`src/rtl/id_operand_hazard_unit_if.sv`:
```
// Bus bundle for the decode-stage front end (IF->ID, regfile, bypass, ID outputs).
// Flow control: if_valid marks a real instruction on if_pc. There is no ready
// signal. The stall bus replaces it: stall[1]=0 lets ID accept the IF slot on the
// rising edge. stall[1]=1 with stall[2]=1 holds the ID contents. stall[1]=1 with
// stall[2]=0 loads a bubble. stallreq is ID's request for the stall controller to
// hold IF/ID for one cycle.
interface id_operand_hazard_unit_if #(
    parameter int DATA_W  = 32,
    parameter int PC_W    = 32,
    parameter int NUM_FWD = 3,
    parameter int STALL_W = 6
);
    logic [STALL_W-1:0]        stall;
    logic                      if_valid;
    logic [PC_W-1:0]           if_pc;
    logic [31:0]               inst_sram_rdata;
    logic [4:0]                rf_raddr1;
    logic [4:0]                rf_raddr2;
    logic [DATA_W-1:0]         rf_rdata1;
    logic [DATA_W-1:0]         rf_rdata2;
    logic [NUM_FWD-1:0]        fwd_we;
    logic [NUM_FWD*5-1:0]      fwd_waddr;
    logic [NUM_FWD*DATA_W-1:0] fwd_wdata;
    logic                      ex_is_load;
    logic                      id_valid;
    logic [PC_W-1:0]           id_pc;
    logic [31:0]               id_inst;
    logic [DATA_W-1:0]         op1;
    logic [DATA_W-1:0]         op2;
    logic                      stallreq;
    logic                      br_e;
    logic [PC_W-1:0]           br_addr;
    logic [31:0]               perf_stall_cnt;

    modport master (
        output stall, if_valid, if_pc, inst_sram_rdata, rf_rdata1, rf_rdata2,
               fwd_we, fwd_waddr, fwd_wdata, ex_is_load,
        input  rf_raddr1, rf_raddr2, id_valid, id_pc, id_inst, op1, op2,
               stallreq, br_e, br_addr, perf_stall_cnt
    );

    modport slave (
        input  stall, if_valid, if_pc, inst_sram_rdata, rf_rdata1, rf_rdata2,
               fwd_we, fwd_waddr, fwd_wdata, ex_is_load,
        output rf_raddr1, rf_raddr2, id_valid, id_pc, id_inst, op1, op2,
               stallreq, br_e, br_addr, perf_stall_cnt
    );
endinterface

```
`src/rtl/id_operand_hazard_unit.sv`:
```
// Decode-stage front end for the 5-stage MIPS pipeline. It holds the IF->ID register
// and replays the SRAM instruction word while ID is held. It also does N-source operand
// bypassing, load-use detection and branch/jump resolution in ID.
// Optional feature macro: ID_PERF_CNT_EN adds a saturating load-use stall counter.
// Without the macro, perf_stall_cnt is tied to zero.
module id_operand_hazard_unit #(
    parameter int DATA_W  = 32,
    parameter int PC_W    = 32,
    parameter int NUM_FWD = 3,
    parameter int STALL_W = 6
) (
    input logic                    clk,
    input logic                    rst,
    id_operand_hazard_unit_if.slave bus
);
    localparam logic [5:0] OP_SPECIAL = 6'h00, OP_REGIMM = 6'h01, OP_J    = 6'h02;
    localparam logic [5:0] OP_JAL     = 6'h03, OP_BEQ    = 6'h04, OP_BNE  = 6'h05;
    localparam logic [5:0] OP_BLEZ    = 6'h06, OP_BGTZ   = 6'h07, OP_LUI  = 6'h0F;
    localparam logic [5:0] OP_SB      = 6'h28, OP_SH     = 6'h29, OP_SW   = 6'h2B;
    localparam logic [5:0] FN_SLL = 6'h00, FN_SRL = 6'h02, FN_SRA = 6'h03;
    localparam logic [5:0] FN_JR  = 6'h08, FN_JALR = 6'h09;
    localparam logic [4:0] RT_BLTZ = 5'd0, RT_BGEZ = 5'd1, RT_BLTZAL = 5'd16, RT_BGEZAL = 5'd17;

    logic              valid_r;
    logic [PC_W-1:0]   pc_r;
    logic              hold_vld;
    logic [31:0]       inst_hold;
    logic              id_hold, ex_hold, bubble;
    logic [31:0]       inst;
    logic [5:0]        opcode, funct;
    logic [4:0]        rs, rt;
    logic [DATA_W-1:0] op1_fwd, op2_fwd;
    logic              uses_rs, uses_rt, is_branch, is_jump, is_jreg, cond;
    logic [4:0]        ex_dst;
    logic              stallreq_w;
    logic [PC_W-1:0]   pc4, br_target, j_target;
    logic              unused_stall;

    assign id_hold = bus.stall[1];
    assign ex_hold = bus.stall[2];
    assign bubble  = id_hold & ~ex_hold;
    assign unused_stall = ^{bus.stall[STALL_W-1:3], bus.stall[0]};

    // IF->ID register: a bubble beats a load, and a load beats a hold
    always_ff @(posedge clk or posedge rst) begin
        if (rst) begin
            valid_r <= 1'b0;
            pc_r    <= '0;
        end else if (bubble) begin
            valid_r <= 1'b0;
        end else if (!id_hold) begin
            valid_r <= bus.if_valid;
            pc_r    <= bus.if_pc;
        end
    end

    // Replay buffer: capture the SRAM word on the first held cycle, because the SRAM
    // output moves on while ID is frozen
    always_ff @(posedge clk or posedge rst) begin
        if (rst) begin
            hold_vld  <= 1'b0;
            inst_hold <= '0;
        end else if (!id_hold || bubble) begin
            hold_vld  <= 1'b0;
        end else if (!hold_vld) begin
            hold_vld  <= 1'b1;
            inst_hold <= bus.inst_sram_rdata;
        end
    end

    assign inst   = valid_r ? (hold_vld ? inst_hold : bus.inst_sram_rdata) : 32'h0;
    assign opcode = inst[31:26];
    assign rs     = inst[25:21];
    assign rt     = inst[20:16];
    assign funct  = inst[5:0];

    // Bypass network: scan from oldest to youngest so that the lowest index wins
    always_comb begin
        op1_fwd = bus.rf_rdata1;
        op2_fwd = bus.rf_rdata2;
        for (int i = NUM_FWD - 1; i >= 0; i--) begin
            if (bus.fwd_we[i] && bus.fwd_waddr[5*i +: 5] == rs)
                op1_fwd = bus.fwd_wdata[DATA_W*i +: DATA_W];
            if (bus.fwd_we[i] && bus.fwd_waddr[5*i +: 5] == rt)
                op2_fwd = bus.fwd_wdata[DATA_W*i +: DATA_W];
        end
        if (rs == 5'd0) op1_fwd = '0;
        if (rt == 5'd0) op2_fwd = '0;
    end

    // Decode register usage and branch/jump class, and evaluate the branch condition
    always_comb begin
        uses_rs   = 1'b1;
        uses_rt   = 1'b0;
        is_branch = 1'b0;
        is_jump   = 1'b0;
        is_jreg   = 1'b0;
        cond      = 1'b0;
        case (opcode)
            OP_SPECIAL: begin
                uses_rt = 1'b1;
                if (funct == FN_SLL || funct == FN_SRL || funct == FN_SRA) uses_rs = 1'b0;
                if (funct == FN_JR || funct == FN_JALR) is_jreg = 1'b1;
            end
            OP_REGIMM: begin
                if (rt == RT_BLTZ || rt == RT_BLTZAL) begin
                    is_branch = 1'b1;
                    cond      = op1_fwd[DATA_W-1];
                end else if (rt == RT_BGEZ || rt == RT_BGEZAL) begin
                    is_branch = 1'b1;
                    cond      = ~op1_fwd[DATA_W-1];
                end
            end
            OP_J, OP_JAL: begin
                uses_rs = 1'b0;
                is_jump = 1'b1;
            end
            OP_BEQ: begin
                uses_rt   = 1'b1;
                is_branch = 1'b1;
                cond      = (op1_fwd == op2_fwd);
            end
            OP_BNE: begin
                uses_rt   = 1'b1;
                is_branch = 1'b1;
                cond      = (op1_fwd != op2_fwd);
            end
            OP_BLEZ: begin
                is_branch = 1'b1;
                cond      = op1_fwd[DATA_W-1] | (op1_fwd == '0);
            end
            OP_BGTZ: begin
                is_branch = 1'b1;
                cond      = ~op1_fwd[DATA_W-1] & (op1_fwd != '0);
            end
            OP_LUI:              uses_rs = 1'b0;
            OP_SB, OP_SH, OP_SW: uses_rt = 1'b1;
            default: ;
        endcase
    end

    // A load in EX has no data yet, so any ID read of its destination must wait a cycle
    assign ex_dst     = bus.fwd_waddr[4:0];
    assign stallreq_w = valid_r & bus.ex_is_load & bus.fwd_we[0] & (ex_dst != 5'd0) &
                        ((uses_rs & (rs == ex_dst)) | (uses_rt & (rt == ex_dst)));

    assign pc4       = pc_r + PC_W'(4);
    assign br_target = pc4 + {{(PC_W-18){inst[15]}}, inst[15:0], 2'b00};
    assign j_target  = {pc4[PC_W-1:28], inst[25:0], 2'b00};

    // Target select; zero when ID holds no control-transfer instruction
    always_comb begin
        bus.br_addr = '0;
        if (is_branch)    bus.br_addr = br_target;
        else if (is_jump) bus.br_addr = j_target;
        else if (is_jreg) bus.br_addr = PC_W'(op1_fwd);
    end

    assign bus.br_e      = valid_r & ~stallreq_w & (is_jump | is_jreg | (is_branch & cond));
    assign bus.stallreq  = stallreq_w;
    assign bus.id_valid  = valid_r;
    assign bus.id_pc     = pc_r;
    assign bus.id_inst   = inst;
    assign bus.rf_raddr1 = rs;
    assign bus.rf_raddr2 = rt;
    assign bus.op1       = op1_fwd;
    assign bus.op2       = op2_fwd;

`ifdef ID_PERF_CNT_EN
    logic [31:0] stall_cnt;

    // Count load-use stall cycles, saturating at all-ones
    always_ff @(posedge clk or posedge rst) begin
        if (rst)
            stall_cnt <= '0;
        else if (stallreq_w && stall_cnt != 32'hFFFF_FFFF)
            stall_cnt <= stall_cnt + 32'd1;
    end

    assign bus.perf_stall_cnt = stall_cnt;
`else
    assign bus.perf_stall_cnt = 32'b0;
`endif
endmodule

```
`src/flat_wrapper.sv`:
```
// flat-port wrapper written by rule: the top's interface ports become plain ports
module id_operand_hazard_unit_flat 
#(
    parameter int DATA_W  = 32,
    parameter int PC_W    = 32,
    parameter int NUM_FWD = 3,
    parameter int STALL_W = 6
)
  (clk, rst, bus_stall, bus_if_valid, bus_if_pc, bus_inst_sram_rdata, bus_rf_rdata1, bus_rf_rdata2, bus_fwd_we, bus_fwd_waddr, bus_fwd_wdata, bus_ex_is_load, bus_rf_raddr1, bus_rf_raddr2, bus_id_valid, bus_id_pc, bus_id_inst, bus_op1, bus_op2, bus_stallreq, bus_br_e, bus_br_addr, bus_perf_stall_cnt);
  id_operand_hazard_unit_if #(.DATA_W(DATA_W), .PC_W(PC_W), .NUM_FWD(NUM_FWD), .STALL_W(STALL_W)) bus_i ();
  input logic clk;
  input logic rst;
  input wire logic [$bits(bus_i.stall)-1:0] bus_stall;
  input wire logic [$bits(bus_i.if_valid)-1:0] bus_if_valid;
  input wire logic [$bits(bus_i.if_pc)-1:0] bus_if_pc;
  input wire logic [$bits(bus_i.inst_sram_rdata)-1:0] bus_inst_sram_rdata;
  input wire logic [$bits(bus_i.rf_rdata1)-1:0] bus_rf_rdata1;
  input wire logic [$bits(bus_i.rf_rdata2)-1:0] bus_rf_rdata2;
  input wire logic [$bits(bus_i.fwd_we)-1:0] bus_fwd_we;
  input wire logic [$bits(bus_i.fwd_waddr)-1:0] bus_fwd_waddr;
  input wire logic [$bits(bus_i.fwd_wdata)-1:0] bus_fwd_wdata;
  input wire logic [$bits(bus_i.ex_is_load)-1:0] bus_ex_is_load;
  output wire logic [$bits(bus_i.rf_raddr1)-1:0] bus_rf_raddr1;
  output wire logic [$bits(bus_i.rf_raddr2)-1:0] bus_rf_raddr2;
  output wire logic [$bits(bus_i.id_valid)-1:0] bus_id_valid;
  output wire logic [$bits(bus_i.id_pc)-1:0] bus_id_pc;
  output wire logic [$bits(bus_i.id_inst)-1:0] bus_id_inst;
  output wire logic [$bits(bus_i.op1)-1:0] bus_op1;
  output wire logic [$bits(bus_i.op2)-1:0] bus_op2;
  output wire logic [$bits(bus_i.stallreq)-1:0] bus_stallreq;
  output wire logic [$bits(bus_i.br_e)-1:0] bus_br_e;
  output wire logic [$bits(bus_i.br_addr)-1:0] bus_br_addr;
  output wire logic [$bits(bus_i.perf_stall_cnt)-1:0] bus_perf_stall_cnt;
  assign bus_i.stall = bus_stall;
  assign bus_i.if_valid = bus_if_valid;
  assign bus_i.if_pc = bus_if_pc;
  assign bus_i.inst_sram_rdata = bus_inst_sram_rdata;
  assign bus_i.rf_rdata1 = bus_rf_rdata1;
  assign bus_i.rf_rdata2 = bus_rf_rdata2;
  assign bus_i.fwd_we = bus_fwd_we;
  assign bus_i.fwd_waddr = bus_fwd_waddr;
  assign bus_i.fwd_wdata = bus_fwd_wdata;
  assign bus_i.ex_is_load = bus_ex_is_load;
  assign bus_rf_raddr1 = bus_i.rf_raddr1;
  assign bus_rf_raddr2 = bus_i.rf_raddr2;
  assign bus_id_valid = bus_i.id_valid;
  assign bus_id_pc = bus_i.id_pc;
  assign bus_id_inst = bus_i.id_inst;
  assign bus_op1 = bus_i.op1;
  assign bus_op2 = bus_i.op2;
  assign bus_stallreq = bus_i.stallreq;
  assign bus_br_e = bus_i.br_e;
  assign bus_br_addr = bus_i.br_addr;
  assign bus_perf_stall_cnt = bus_i.perf_stall_cnt;
  id_operand_hazard_unit #(.DATA_W(DATA_W), .PC_W(PC_W), .NUM_FWD(NUM_FWD), .STALL_W(STALL_W)) u_core (.clk(clk), .rst(rst), .bus(bus_i));
endmodule
```
`config.mk`:
```
export PLATFORM = sky130hd
export DESIGN_NAME = id_operand_hazard_unit_flat
export DESIGN_NICKNAME = d
export VERILOG_FILES = /design/src/rtl/id_operand_hazard_unit_if.sv /design/src/rtl/id_operand_hazard_unit.sv /design/src/flat_wrapper.sv
export SDC_FILE = /design/constraint.sdc
export NUM_CORES = 1
export LEC_CHECK = 0
export ABC_AREA = 1
export ABC_CLOCK_PERIOD_IN_PS = 8300
export CORE_MARGIN = 5
export CORE_UTILIZATION = 40
export CTS_CLUSTER_DIAMETER = 30
export DETAILED_ROUTE_END_ITERATION = 6
export PLACE_DENSITY = 0.75
export SLEW_MARGIN = 20
export SYNTH_ARGS = -nofsm -noshare
export SYNTH_HDL_FRONTEND = slang
export SYNTH_SLANG_ARGS = --single-unit
```
`constraint.sdc`:
```
create_clock -name clk -period 8.3 [get_ports clk]
set_clock_uncertainty 0.05 [all_clocks]
set_input_delay 2.49 -clock clk [delete_from_list [all_inputs] [get_ports clk]]
set_output_delay 2.49 -clock clk [all_outputs]
set_load 0.005 [all_outputs]
```
* Word-level counts from Yosys, hierarchy flattened
Index checks and enable logic that the tools add are counted.
Storage, ports and cells: output and inout bits 205, register bits 66, logic and storage cells 108, bits of input ports 252
Cells by class: bitwise gates (word level) 20, eq/ne operators 29, mux-type cells 28, add/sub/neg operators 2, reduce and logical (&&, ||, !) cells 25
Operators with widths (count):
- 32-bit two-way mux | 13
- 5-bit == test | 8
- 32-bit by 3-bit adder with 32-bit output, second input constant | 1
- 32-bit adder | 1
- 32-bit == test | 1
- 32-bit logical NOT | 1
- 32-bit inequality test | 1
- 32-bit nonzero test | 1
- 6-bit by 2-bit == test with 1-bit output, second input constant | 4
- 6-bit by 3-bit == test with 1-bit output, second input constant | 4
- 6-bit by 4-bit == test with 1-bit output, second input constant | 3
- 6-bit == test, second input constant | 3
- 6-bit logical NOT | 2
- 1-bit two-way mux | 12
- 1-bit AND | 11
- 5-bit == test, second input constant | 2
- 5-bit logical NOT | 2
- 6-bit by 1-bit == test with 1-bit output, second input constant | 1
- 1-bit logical AND | 6
- 1-bit logical OR | 6
- 6-bit OR reduction | 1
- 5-bit by 1-bit == test with 1-bit output, second input constant | 1
- 1-bit inverter | 5
- 1-bit case mux with 5 select lines | 1
- other kinds (9) | 13

* Longest topological paths before layout
Gate-level depths: netlist (run 1).
depth in word-level cells 15, mapped depth 28, gate-level depth less buffers 25

* Worst setup path before layout (run 1)
OpenSTA, ideal clock, no wires.
path type input port to output port, start input port bus_inst_sram_rdata[0], end output port bus_br_addr[26], cell stages on the path 16, buffers on the path 0, setup slack 0.557 ns, data arrival time 5.203 ns, data required time 5.760 ns, cell sequence mux2i_1 -> nor2_1 -> ha_1 -> fa_1 -> nand3_1 -> nand2_1 -> a21oi_1 -> o21ai_0 -> a21boi_0 -> o21ai_0 -> a21boi_0 -> nor2_1 -> nand2_1 -> o211ai_1 -> o21ai_0 -> o221ai_1
Between the ends: longest elaborated chain between the ends 9, elaborated cells on any way between the ends 11, those cells by class add/sub: 1; eq/ne: 2; mux: 7; reduce/logical: 1
Ends and longest elaborated chain:
- start: declaration | line flat_wrapper.sv:16 | input wire logic [$bits(bus_i.inst_sram_rdata)-1:0] bus_inst_sram_rdata;
- 32-bit two-way mux * (2 in a row) | line id_operand_hazard_unit.sv:71 | assign inst = valid_r ? (hold_vld ? inst_hold : bus.inst_sram_rdata) : 32'h0;
- named net bus_id_inst[0] | line flat_wrapper.sv:27 | output wire logic [$bits(bus_i.id_inst)-1:0] bus_id_inst;
- parallel branches: the longest is 6 deep, another holds 32-bit adder
- 32-bit two-way mux * | line id_operand_hazard_unit.sv:154 | if (is_branch) bus.br_addr = br_target;
- end: declaration | line flat_wrapper.sv:32 | output wire logic [$bits(bus_i.br_addr)-1:0] bus_br_addr;
Mark *: on every way through the listed nets, which the timed path passes.

* Final worst setup path (run 1)
start input port bus_inst_sram_rdata[2], end output port bus_br_addr[23]
Between the ends: longest elaborated chain between the ends 9, elaborated cells on any way between the ends 11, those cells by class add/sub: 1; eq/ne: 2; mux: 7; reduce/logical: 1
Ends and longest elaborated chain (line):
- 32-bit two-way mux * (2 in a row) | id_operand_hazard_unit.sv:71
- parallel branches: the longest is 6 deep, another holds 32-bit adder
- 32-bit two-way mux * | id_operand_hazard_unit.sv:154
Every way passes the cells marked *.

==> impl_metrics.prom, run 1 <==
# TYPE chip_impl_metric gauge
chip_impl_metric{name="max_freq",unit="MHz"} 122
chip_impl_metric{name="route.final.wire_length",unit="mm"} 60.0
chip_impl_metric{name="drt_pre_antenna_iters",unit=""} 6
chip_impl_info{name="synth_area_leaders",value="sky130_fd_sc_hd__nand2_1 19%, sky130_fd_sc_hd__dfrtp_1 15%, sky130_fd_sc_hd__inv_1 13%"} 1
chip_impl_metric{name="leakage_power",unit="µW"} 0.0102
chip_impl_info{name="synth_area_leader_cell",value="sky130_fd_sc_hd__nand2_1"} 1
chip_impl_metric{name="post-dp-hpwl",unit="mm"} 45.3
chip_impl_metric{name="synthesized_area_fraction_occupied_by_ao_oa_aoi_and_oai_cells",unit="%"} 14.5
chip_impl_metric{name="max_slew_margin",unit="%"} 33.7
chip_impl_metric{name="place_congestion",unit=""} 1.00
chip_impl_metric{name="fin_crit",unit="ns"} 8.19
chip_impl_info{name="postSynth.topFlopCell",value="sky130_fd_sc_hd__dfrtp_1"} 1
chip_impl_metric{name="required",unit="ns"} 5.76
chip_impl_metric{name="postSynthCellCount",unit=""} 2000
chip_impl_info{name="tritoncts",value="built"} 1
chip_impl_metric{name="syn_area_per_cell",unit="µm²"} 5.54
chip_impl_metric{name="max_cap_violations",unit=""} 0
chip_impl_metric{name="final_number_of_max_transition_violations",unit=""} 0
chip_impl_metric{name="start_util",unit="%"} 40.2
chip_impl_metric{name="setup-violations-final",unit=""} 0
chip_impl_metric{name="synth_edf_count",unit=""} 0
chip_impl_info{name="outcome",value="complete, no violations"} 1
chip_impl_metric{name="grt_pass1_wl",unit="mm"} 84.6
chip_impl_metric{name="total_grt_usage",unit="%"} 34.4
chip_impl_metric{name="critical_path_peak_fanout",unit=""} 4
chip_impl_metric{name="die_width",unit="µm"} 176
chip_impl_metric{name="crit_arrival",unit="ns"} 5.65
chip_impl_metric{name="row_count",unit=""} 61
chip_impl_info{name="synth_top_family_by_area",value="simple AND/OR/NAND/NOR gates"} 1
chip_impl_metric{name="grt_overflow_total",unit=""} 0
chip_impl_metric{name="htree_levels",unit=""} 3
chip_impl_metric{name="netlist.area_leader.share",unit="%"} 19.0
chip_impl_metric{name="cts.clk_slew.worst_paths",unit="ns"} 0.06
chip_impl_metric{name="synth_simple_gate_area_share",unit="%"} 39.7
chip_impl_metric{name="post_layout_nonfiller_instances",unit=""} 3052
chip_impl_metric{name="synthesis.area",unit="µm²"} 11100
chip_impl_metric{name="core_area",unit="µm²"} 27600
chip_impl_metric{name="area_growth",unit="%"} 71.2
chip_impl_metric{name="tritoncts_num_sinks",unit=""} 66
chip_impl_metric{name="timing_hold_violations_final",unit=""} 0
chip_impl_metric{name="synthesized_area_fraction_occupied_by_adder_cells",unit="%"} 3.57
chip_impl_info{name="timing.hold.worst.class",value="flip-flop to flip-flop"} 1
chip_impl_metric{name="antenna_found_initial",unit=""} 3
chip_impl_metric{name="synth_area_in_xor_xnor",unit="%"} 3.63
chip_impl_info{name="final_common_cell",value="sky130_fd_sc_hd__nand2_1"} 1
chip_impl_metric{name="setup_slack",unit="ns"} 0.106
chip_impl_metric{name="placement.io_buffers",unit=""} 420
chip_impl_info{name="classification_of_the_worst_setup_path",value="input port to output port"} 1
chip_impl_metric{name="place_ws",unit="ns"} -0.586
chip_impl_metric{name="cts_inserted_buffers",unit=""} 9
chip_impl_metric{name="avgRoutedWirePerCell",unit="µm"} 19.7
chip_impl_metric{name="cts_max_path_buffers",unit=""} 2
chip_impl_info{name="commonest_non_fill_non_tap_cells_in_the_layout",value="488 x sky130_fd_sc_hd__nand2_1, 397 x sky130_fd_sc_hd__clkdlybuf4s50_1, 370 x sky130_fd_sc_hd__inv_1"} 1
chip_impl_metric{name="power.ir.vdd_worst",unit="mV"} 0.126
chip_impl_metric{name="timing.final.crit_share",unit="%"} 98.7
chip_impl_metric{name="drtAntennaViolNets",unit=""} 0
chip_impl_metric{name="grt_start_max_net_pins",unit=""} 67
chip_impl_metric{name="initialDrtViolationCount",unit=""} 1573
chip_impl_metric{name="proportion_of_synthesized_area_in_mux_cells",unit="%"} 2.70
chip_impl_metric{name="synth_warnings",unit=""} 0
chip_impl_info{name="startpoint_type",value="input port"} 1
chip_impl_metric{name="final_net_count",unit=""} 2950
chip_impl_metric{name="async_set_reset_flop_share_out_of_synthesis",unit="%"} 100
chip_impl_metric{name="synth_seq_area_share",unit="%"} 14.9
chip_impl_metric{name="clkLatencyLatePin",unit="ns"} 0.34
chip_impl_metric{name="die-height",unit="µm"} 176
chip_impl_metric{name="total_number_of_vias",unit=""} 16300
chip_impl_metric{name="pwr_density_cell",unit="nW/µm²"} 115
chip_impl_info{name="ctsRootBufferMaster",value="sky130_fd_sc_hd__clkbuf_16"} 1
chip_impl_metric{name="yosysUniqueCellTypes",unit=""} 47
chip_impl_metric{name="floorplan.die_area",unit="µm²"} 31100
chip_impl_metric{name="io_pins",unit=""} 457
chip_impl_metric{name="dp.cells",unit=""} 2987
chip_impl_metric{name="worst-slew-pin-transition",unit="ns"} 0.994
chip_impl_metric{name="fraction_of_final_layout_cells_sized_beyond_drive_strength_1",unit="%"} 21.1
chip_impl_metric{name="vias_per_cell",unit=""} 5.34
chip_impl_info{name="worst_setup_path_end_kind",value="output port"} 1
chip_impl_metric{name="drc",unit=""} 0
chip_impl_metric{name="timing.setup.tns",unit="ns"} 0
chip_impl_metric{name="yosys_register_bits",unit=""} 66
chip_impl_metric{name="grt_pass1_vias",unit=""} 15100
-- worst paths after layout --
path | startpoint | to | slack [ns] | cells after the start
max in group asynchronous | rst | u_core.hold_vld$_DFF_PP0_ | 4.89 | 3
setup reg to reg | u_core.hold_vld$_DFF_PP0_ | u_core.inst_hold[13]$_DFFE_PP0P_ | 6.24 | 4
hold reg to reg | u_core.inst_hold[15]$_DFFE_PP0P_ | u_core.inst_hold[15]$_DFFE_PP0P_ | 0.44 | 2
hold / removal | u_core.inst_hold[15]$_DFFE_PP0P_ | u_core.inst_hold[15]$_DFFE_PP0P_ | 0.44 | 2
min in group asynchronous | rst | u_core.inst_hold[10]$_DFFE_PP0P_ | 2.70 | 3
setup / recovery | bus_inst_sram_rdata[2] | bus_br_addr[23] | 0.11 | 18
-- power by group --
part	switching, µW	internal [µW]	total (µW)
clock network	156	210	366
logic	728	688	1420
registers	31.5	360	391
-- Yosys cell counts, types with 2 or more instances --
library cell,n
sky130_fd_sc_hd__ha_1,30
sky130_fd_sc_hd__inv_2,15
sky130_fd_sc_hd__o21ai_2,2
sky130_fd_sc_hd__nand2_2,13
sky130_fd_sc_hd__nand4_1,82
sky130_fd_sc_hd__nand2_1,560
sky130_fd_sc_hd__dfrtp_1,66
sky130_fd_sc_hd__o22ai_1,4
sky130_fd_sc_hd__nand3_2,6
sky130_fd_sc_hd__o21a_1,2
sky130_fd_sc_hd__o21ai_0,90
sky130_fd_sc_hd__nor2_2,11
sky130_fd_sc_hd__o21bai_1,2
sky130_fd_sc_hd__buf_4,46
sky130_fd_sc_hd__o2111ai_1,2
sky130_fd_sc_hd__mux2i_1,22
sky130_fd_sc_hd__buf_6,13
sky130_fd_sc_hd__a21boi_0,7
sky130_fd_sc_hd__o221ai_1,29
sky130_fd_sc_hd__a21oi_1,82
sky130_fd_sc_hd__mux2_2,7
sky130_fd_sc_hd__a31oi_1,10
sky130_fd_sc_hd__nor3_1,12
sky130_fd_sc_hd__nor2_1,171
sky130_fd_sc_hd__nand3_1,150
sky130_fd_sc_hd__nor3_2,2
sky130_fd_sc_hd__nand3b_1,2
sky130_fd_sc_hd__a21oi_2,5
sky130_fd_sc_hd__clkinv_1,4
sky130_fd_sc_hd__clkbuf_1,31
sky130_fd_sc_hd__a21o_1,4
sky130_fd_sc_hd__nor4_1,5
sky130_fd_sc_hd__buf_2,39
sky130_fd_sc_hd__a211oi_1,2
sky130_fd_sc_hd__nor2_4,4
sky130_fd_sc_hd__o21ai_1,31
sky130_fd_sc_hd__xnor2_1,15
sky130_fd_sc_hd__buf_1,2
sky130_fd_sc_hd__o211ai_1,4
sky130_fd_sc_hd__inv_1,381
sky130_fd_sc_hd__xor2_1,29
-- through the flow --
step                      power [µW]  utilization (%)  hold slack [ns]  cell area, µm²
after CTS                       2080             65.4            0.439           18000
after detailed placement        1690             63.3            0.424           17400
final                           2170             68.8            0.437           19000
after global placement          1670             63.3            0.416           17400
after global routing            2300             68.8            0.470           19000
after floorplan                  965                -            0.403           11200
-- kinds of logic (layout without fill, tap and decap cells) --
family                     after synthesis  count (layout)
and+or+nand+nor                       1019            1019
buffers and inverters                  532            1173
AOI/OAI and AO/OA                      277             277
DFF                                     66              66
xor gates and xnor gates                45              45
adders and majority gates               31              31
muxes                                   29              29
other                                    1              34
-- flip-flops by register name (all words and copies together), names as in the netlist --
signal	cells
u_core.hold_vld	1
u_core.bus.id_pc	32
u_core.inst_hold	32
u_core.bus.id_valid	1
-- critical path: stages --
cell	delay, ns
sky130_fd_sc_hd__clkdlybuf4s50_1	0.41
sky130_fd_sc_hd__mux2i_1	0.21
sky130_fd_sc_hd__nor2_1	0.10
sky130_fd_sc_hd__ha_1	0.38
sky130_fd_sc_hd__a21oi_2	0.13
sky130_fd_sc_hd__nand2_1	0.09
sky130_fd_sc_hd__a21oi_2	0.20
sky130_fd_sc_hd__o21ai_2	0.09
sky130_fd_sc_hd__a21boi_2	0.14
sky130_fd_sc_hd__o21ai_1	0.07
sky130_fd_sc_hd__buf_4	0.16
sky130_fd_sc_hd__a21oi_4	0.15
sky130_fd_sc_hd__o21ai_0	0.13
sky130_fd_sc_hd__a21boi_1	0.23
sky130_fd_sc_hd__xnor2_1	0.09
sky130_fd_sc_hd__nand2_1	0.06
sky130_fd_sc_hd__o221ai_1	0.16
sky130_fd_sc_hd__dlygate4sd2_1	0.33
-- layer usage --
layer / global-route usage, % / wire length (µm) / share of wire (%) / vias to the layer above
met2: 59.2 / 28000 / 47 / 1046
met3: 5.67 / 6060 / 10 / 223
li1: - / - / - / 7613
met5: 0 / 13 / 0.022 / -
met1: 42.3 / 22200 / 37 / 7419
met4: 15.4 / 3690 / 6.1 / 2
-- timing repair --
item	in CTS	in global routing
buffers inserted	12	19
cloned	2	15
pin swaps	14	77
gates resized for setup	73	161
hold buffers	0	0
endpoints found under the setup margin	18	17
-- cell type report --
cell class | count | area [µm²]
sequential | 66 | 1650
clock inverter | 6 | 41.3
tap | 378 | 473
fill | 2449 | 8600
timing repair buffer | 756 | 7240
inverter | 401 | 1510
multi-input combinational | 1433 | 7800
clock buffer | 10 | 239
antenna | 2 | 5.00
Power figures use the tool's default switching activity.
==> run 2: changes to the inputs <==
- ABC_CLOCK_PERIOD_IN_PS: 8300 -> not set
- CAP_MARGIN: not set -> 0
==> results of run 2 <==
Final layout, timing and power as in run 1 (identical DEF).
==> run 3: changes to the inputs <==
- HOLD_SLACK_MARGIN: not set -> 0.1
- RECOVER_POWER: not set -> 25
==> impl_metrics.prom, run 3 (synthesis results as in run 1) <==
# TYPE chip_impl_metric gauge
chip_impl_info{name="outcome",value="complete, but fails checks"} 1
chip_impl_info{name="violations_in_the_final_reports",value="max-capacitance violations, max-slew violations"} 1
chip_impl_info{name="startpoint_type",value="input port"} 1
chip_impl_metric{name="grt_pass1_wl",unit="mm"} 84.6
chip_impl_metric{name="floorplan.die_area",unit="µm²"} 31100
chip_impl_metric{name="io_pins",unit=""} 457
chip_impl_metric{name="grt_start_max_net_pins",unit=""} 67
chip_impl_metric{name="max_freq",unit="MHz"} 122
chip_impl_info{name="tritoncts",value="built"} 1
chip_impl_info{name="ctsRootBufferMaster",value="sky130_fd_sc_hd__clkbuf_16"} 1
chip_impl_metric{name="place_congestion",unit=""} 1.00
chip_impl_info{name="critical_path.slowest_cell",value="sky130_fd_sc_hd__clkdlybuf4s50_1"} 1
chip_impl_info{name="commonest_non_fill_non_tap_cells_in_the_layout",value="488 x sky130_fd_sc_hd__nand2_1, 396 x sky130_fd_sc_hd__clkdlybuf4s50_1, 370 x sky130_fd_sc_hd__inv_1"} 1
chip_impl_info{name="classification_of_the_worst_setup_path",value="input port to output port"} 1
chip_impl_metric{name="fraction_of_final_layout_cells_sized_beyond_drive_strength_1",unit="%"} 21.0
chip_impl_metric{name="htree_levels",unit=""} 3
chip_impl_metric{name="tritoncts_num_sinks",unit=""} 66
chip_impl_metric{name="fin_crit",unit="ns"} 8.19
chip_impl_metric{name="start_util",unit="%"} 40.2
chip_impl_metric{name="drc",unit=""} 0
chip_impl_info{name="worst_setup_path_end_kind",value="output port"} 1
chip_impl_metric{name="cp_num_buf_inv",unit=""} 3
chip_impl_metric{name="reg2reg_depth",unit=""} 5
chip_impl_metric{name="power.ir.vdd_worst",unit="mV"} 0.126
chip_impl_metric{name="row_count",unit=""} 61
chip_impl_metric{name="worst-slew-pin-transition",unit="ns"} 3.72
chip_impl_metric{name="placement.io_buffers",unit=""} 420
chip_impl_metric{name="cts_max_path_buffers",unit=""} 2
chip_impl_metric{name="avgRoutedWirePerCell",unit="µm"} 19.7
chip_impl_info{name="timing.hold.worst.class",value="flip-flop to flip-flop"} 1
chip_impl_metric{name="cp_num_cells",unit=""} 18
chip_impl_metric{name="grt_overflow_total",unit=""} 0
chip_impl_metric{name="die-height",unit="µm"} 176
chip_impl_metric{name="holdWs",unit="ns"} 0.437
chip_impl_metric{name="critical_path_peak_fanout",unit=""} 4
chip_impl_metric{name="drtAntennaViolNets",unit=""} 0
chip_impl_metric{name="crit_arrival",unit="ns"} 5.65
chip_impl_metric{name="timing.final.crit_share",unit="%"} 98.7
chip_impl_metric{name="pwr_density_cell",unit="nW/µm²"} 115
chip_impl_info{name="final_common_cell",value="sky130_fd_sc_hd__nand2_1"} 1
chip_impl_metric{name="cts_inserted_buffers",unit=""} 9
chip_impl_metric{name="route.final.wire_length",unit="mm"} 60.0
chip_impl_metric{name="cts.clk_slew.worst_paths",unit="ns"} 0.06
chip_impl_metric{name="timing_hold_violations_final",unit=""} 0
chip_impl_metric{name="setup_slack",unit="ns"} 0.105
chip_impl_metric{name="fillers",unit=""} 2452
chip_impl_metric{name="die_width",unit="µm"} 176
chip_impl_metric{name="min_delay_path_depth",unit=""} 2
chip_impl_metric{name="place_ws",unit="ns"} -0.586
chip_impl_metric{name="total_grt_usage",unit="%"} 34.4
chip_impl_metric{name="drt_pre_antenna_iters",unit=""} 6
chip_impl_metric{name="max_cap_violations",unit=""} 2
chip_impl_metric{name="initialDrtViolationCount",unit=""} 1573
chip_impl_metric{name="leakage_power",unit="µW"} 0.0102
chip_impl_metric{name="clkLatencyLatePin",unit="ns"} 0.34
chip_impl_metric{name="post-dp-hpwl",unit="mm"} 45.3
chip_impl_metric{name="vias_per_cell",unit=""} 5.34
chip_impl_metric{name="max_slew_margin",unit="%"} -148
chip_impl_metric{name="critical_path.max_stage_delay",unit="ns"} 0.41
chip_impl_metric{name="area_growth",unit="%"} 71.1
chip_impl_info{name="worstPathCellList",value="clkdlybuf4s50_1 > mux2i_1 > nor2_1 > ha_1 > a21oi_2 > nand2_1 > a21oi_2 > o21ai_2 > a21boi_2 > o21ai_1 > buf_4 > a21oi_4 > o21ai_0 > a21boi_1 > xnor2_1 > nand2_1 > o221ai_1 > dlygate4sd2_1"} 1
chip_impl_metric{name="core_area",unit="µm²"} 27600
chip_impl_metric{name="setup-violations-final",unit=""} 0
chip_impl_metric{name="total_number_of_vias",unit=""} 16300
chip_impl_metric{name="required",unit="ns"} 5.76
chip_impl_metric{name="grt_pass1_vias",unit=""} 15100
chip_impl_info{name="cpLargestDelayFamily",value="compound AO/OA/AOI/OAI gates"} 1
chip_impl_metric{name="postCtsHoldBufs",unit=""} 0
chip_impl_metric{name="final_net_count",unit=""} 2950
chip_impl_metric{name="antenna_found_initial",unit=""} 3
chip_impl_metric{name="final_number_of_max_transition_violations",unit=""} 127
## run 3: metrics by stage
| step | TNS [ns] | util [%] | std cells | total power (µW) | cell area (µm²) |
|---|---|---|---|---|---|
| after floorplan | 0 | - | 2031 | 965 | 11200 |
| after global placement | -6.35 | 63.3 | 2987 | 1670 | 17400 |
| after detailed placement | -6.70 | 63.3 | 2987 | 1690 | 17400 |
| after CTS | -0.0471 | 65.4 | 3017 | 2080 | 18000 |
| after global routing | -0.208 | 68.8 | 3052 | 2300 | 18900 |
| final | 0 | 68.8 | 3052 | 2170 | 18900 |
## run 3: worst paths after layout
path,startpoint,endpoint,slack (ns)
worst min register to register,u_core.inst_hold[15]$_DFFE_PP0P_,u_core.inst_hold[15]$_DFFE_PP0P_,0.44
min in group asynchronous,rst,u_core.inst_hold[10]$_DFFE_PP0P_,4.00
worst max register to register,u_core.hold_vld$_DFF_PP0_,u_core.inst_hold[12]$_DFFE_PP0P_,6.25
max in group asynchronous,rst,u_core.hold_vld$_DFF_PP0_,1.83
worst max-delay path,bus_inst_sram_rdata[2],bus_br_addr[23],0.11
worst min-delay path,u_core.inst_hold[15]$_DFFE_PP0P_,u_core.inst_hold[15]$_DFFE_PP0P_,0.44
## run 3: cell type report
type | instances | area [µm²] | share of cell area [%]
antenna | 2 | 5.00 | 0.0264
clock buffer | 10 | 239 | 1.26
clock inverter | 6 | 41.3 | 0.218
inverter | 401 | 1510 | 7.96
multi-input combinational | 1433 | 7800 | 41.2
sequential | 66 | 1650 | 8.72
tap | 378 | 473 | 2.50
timing repair buffer | 756 | 7230 | 38.2
## run 3: what timing repair did
action	4_1_cts	5_1_grt
setup buffers	12	19
pin swaps	14	77
endpoints found under the setup margin	18	17
gates resized for setup	73	161
gates cloned	2	15
## run 3: tightest hold or removal path, cell delays in order (launching register included)
cell and delay [ns]:
sky130_fd_sc_hd__dfrtp_1 0.34, sky130_fd_sc_hd__nand2_1 0.05, sky130_fd_sc_hd__o21ai_0 0.06
## run 3: power breakdown
group	switching [µW]	internal (µW)	total, µW	leakage [µW]
clock network	156	210	367	0.000131
registers	31.6	360	392	0.000777
logic	728	688	1420	0.00927
total	916	1260	2170	0.0102
## run 3: per-layer routing
layer  GRT usage, %  vias up  share of wire, %
met5              0        -             0.022
met4           15.4        2               6.2
met3           5.67      226                10
met2           59.2     1027                47
met1           42.3     7414                37
li1               -     7615                 -
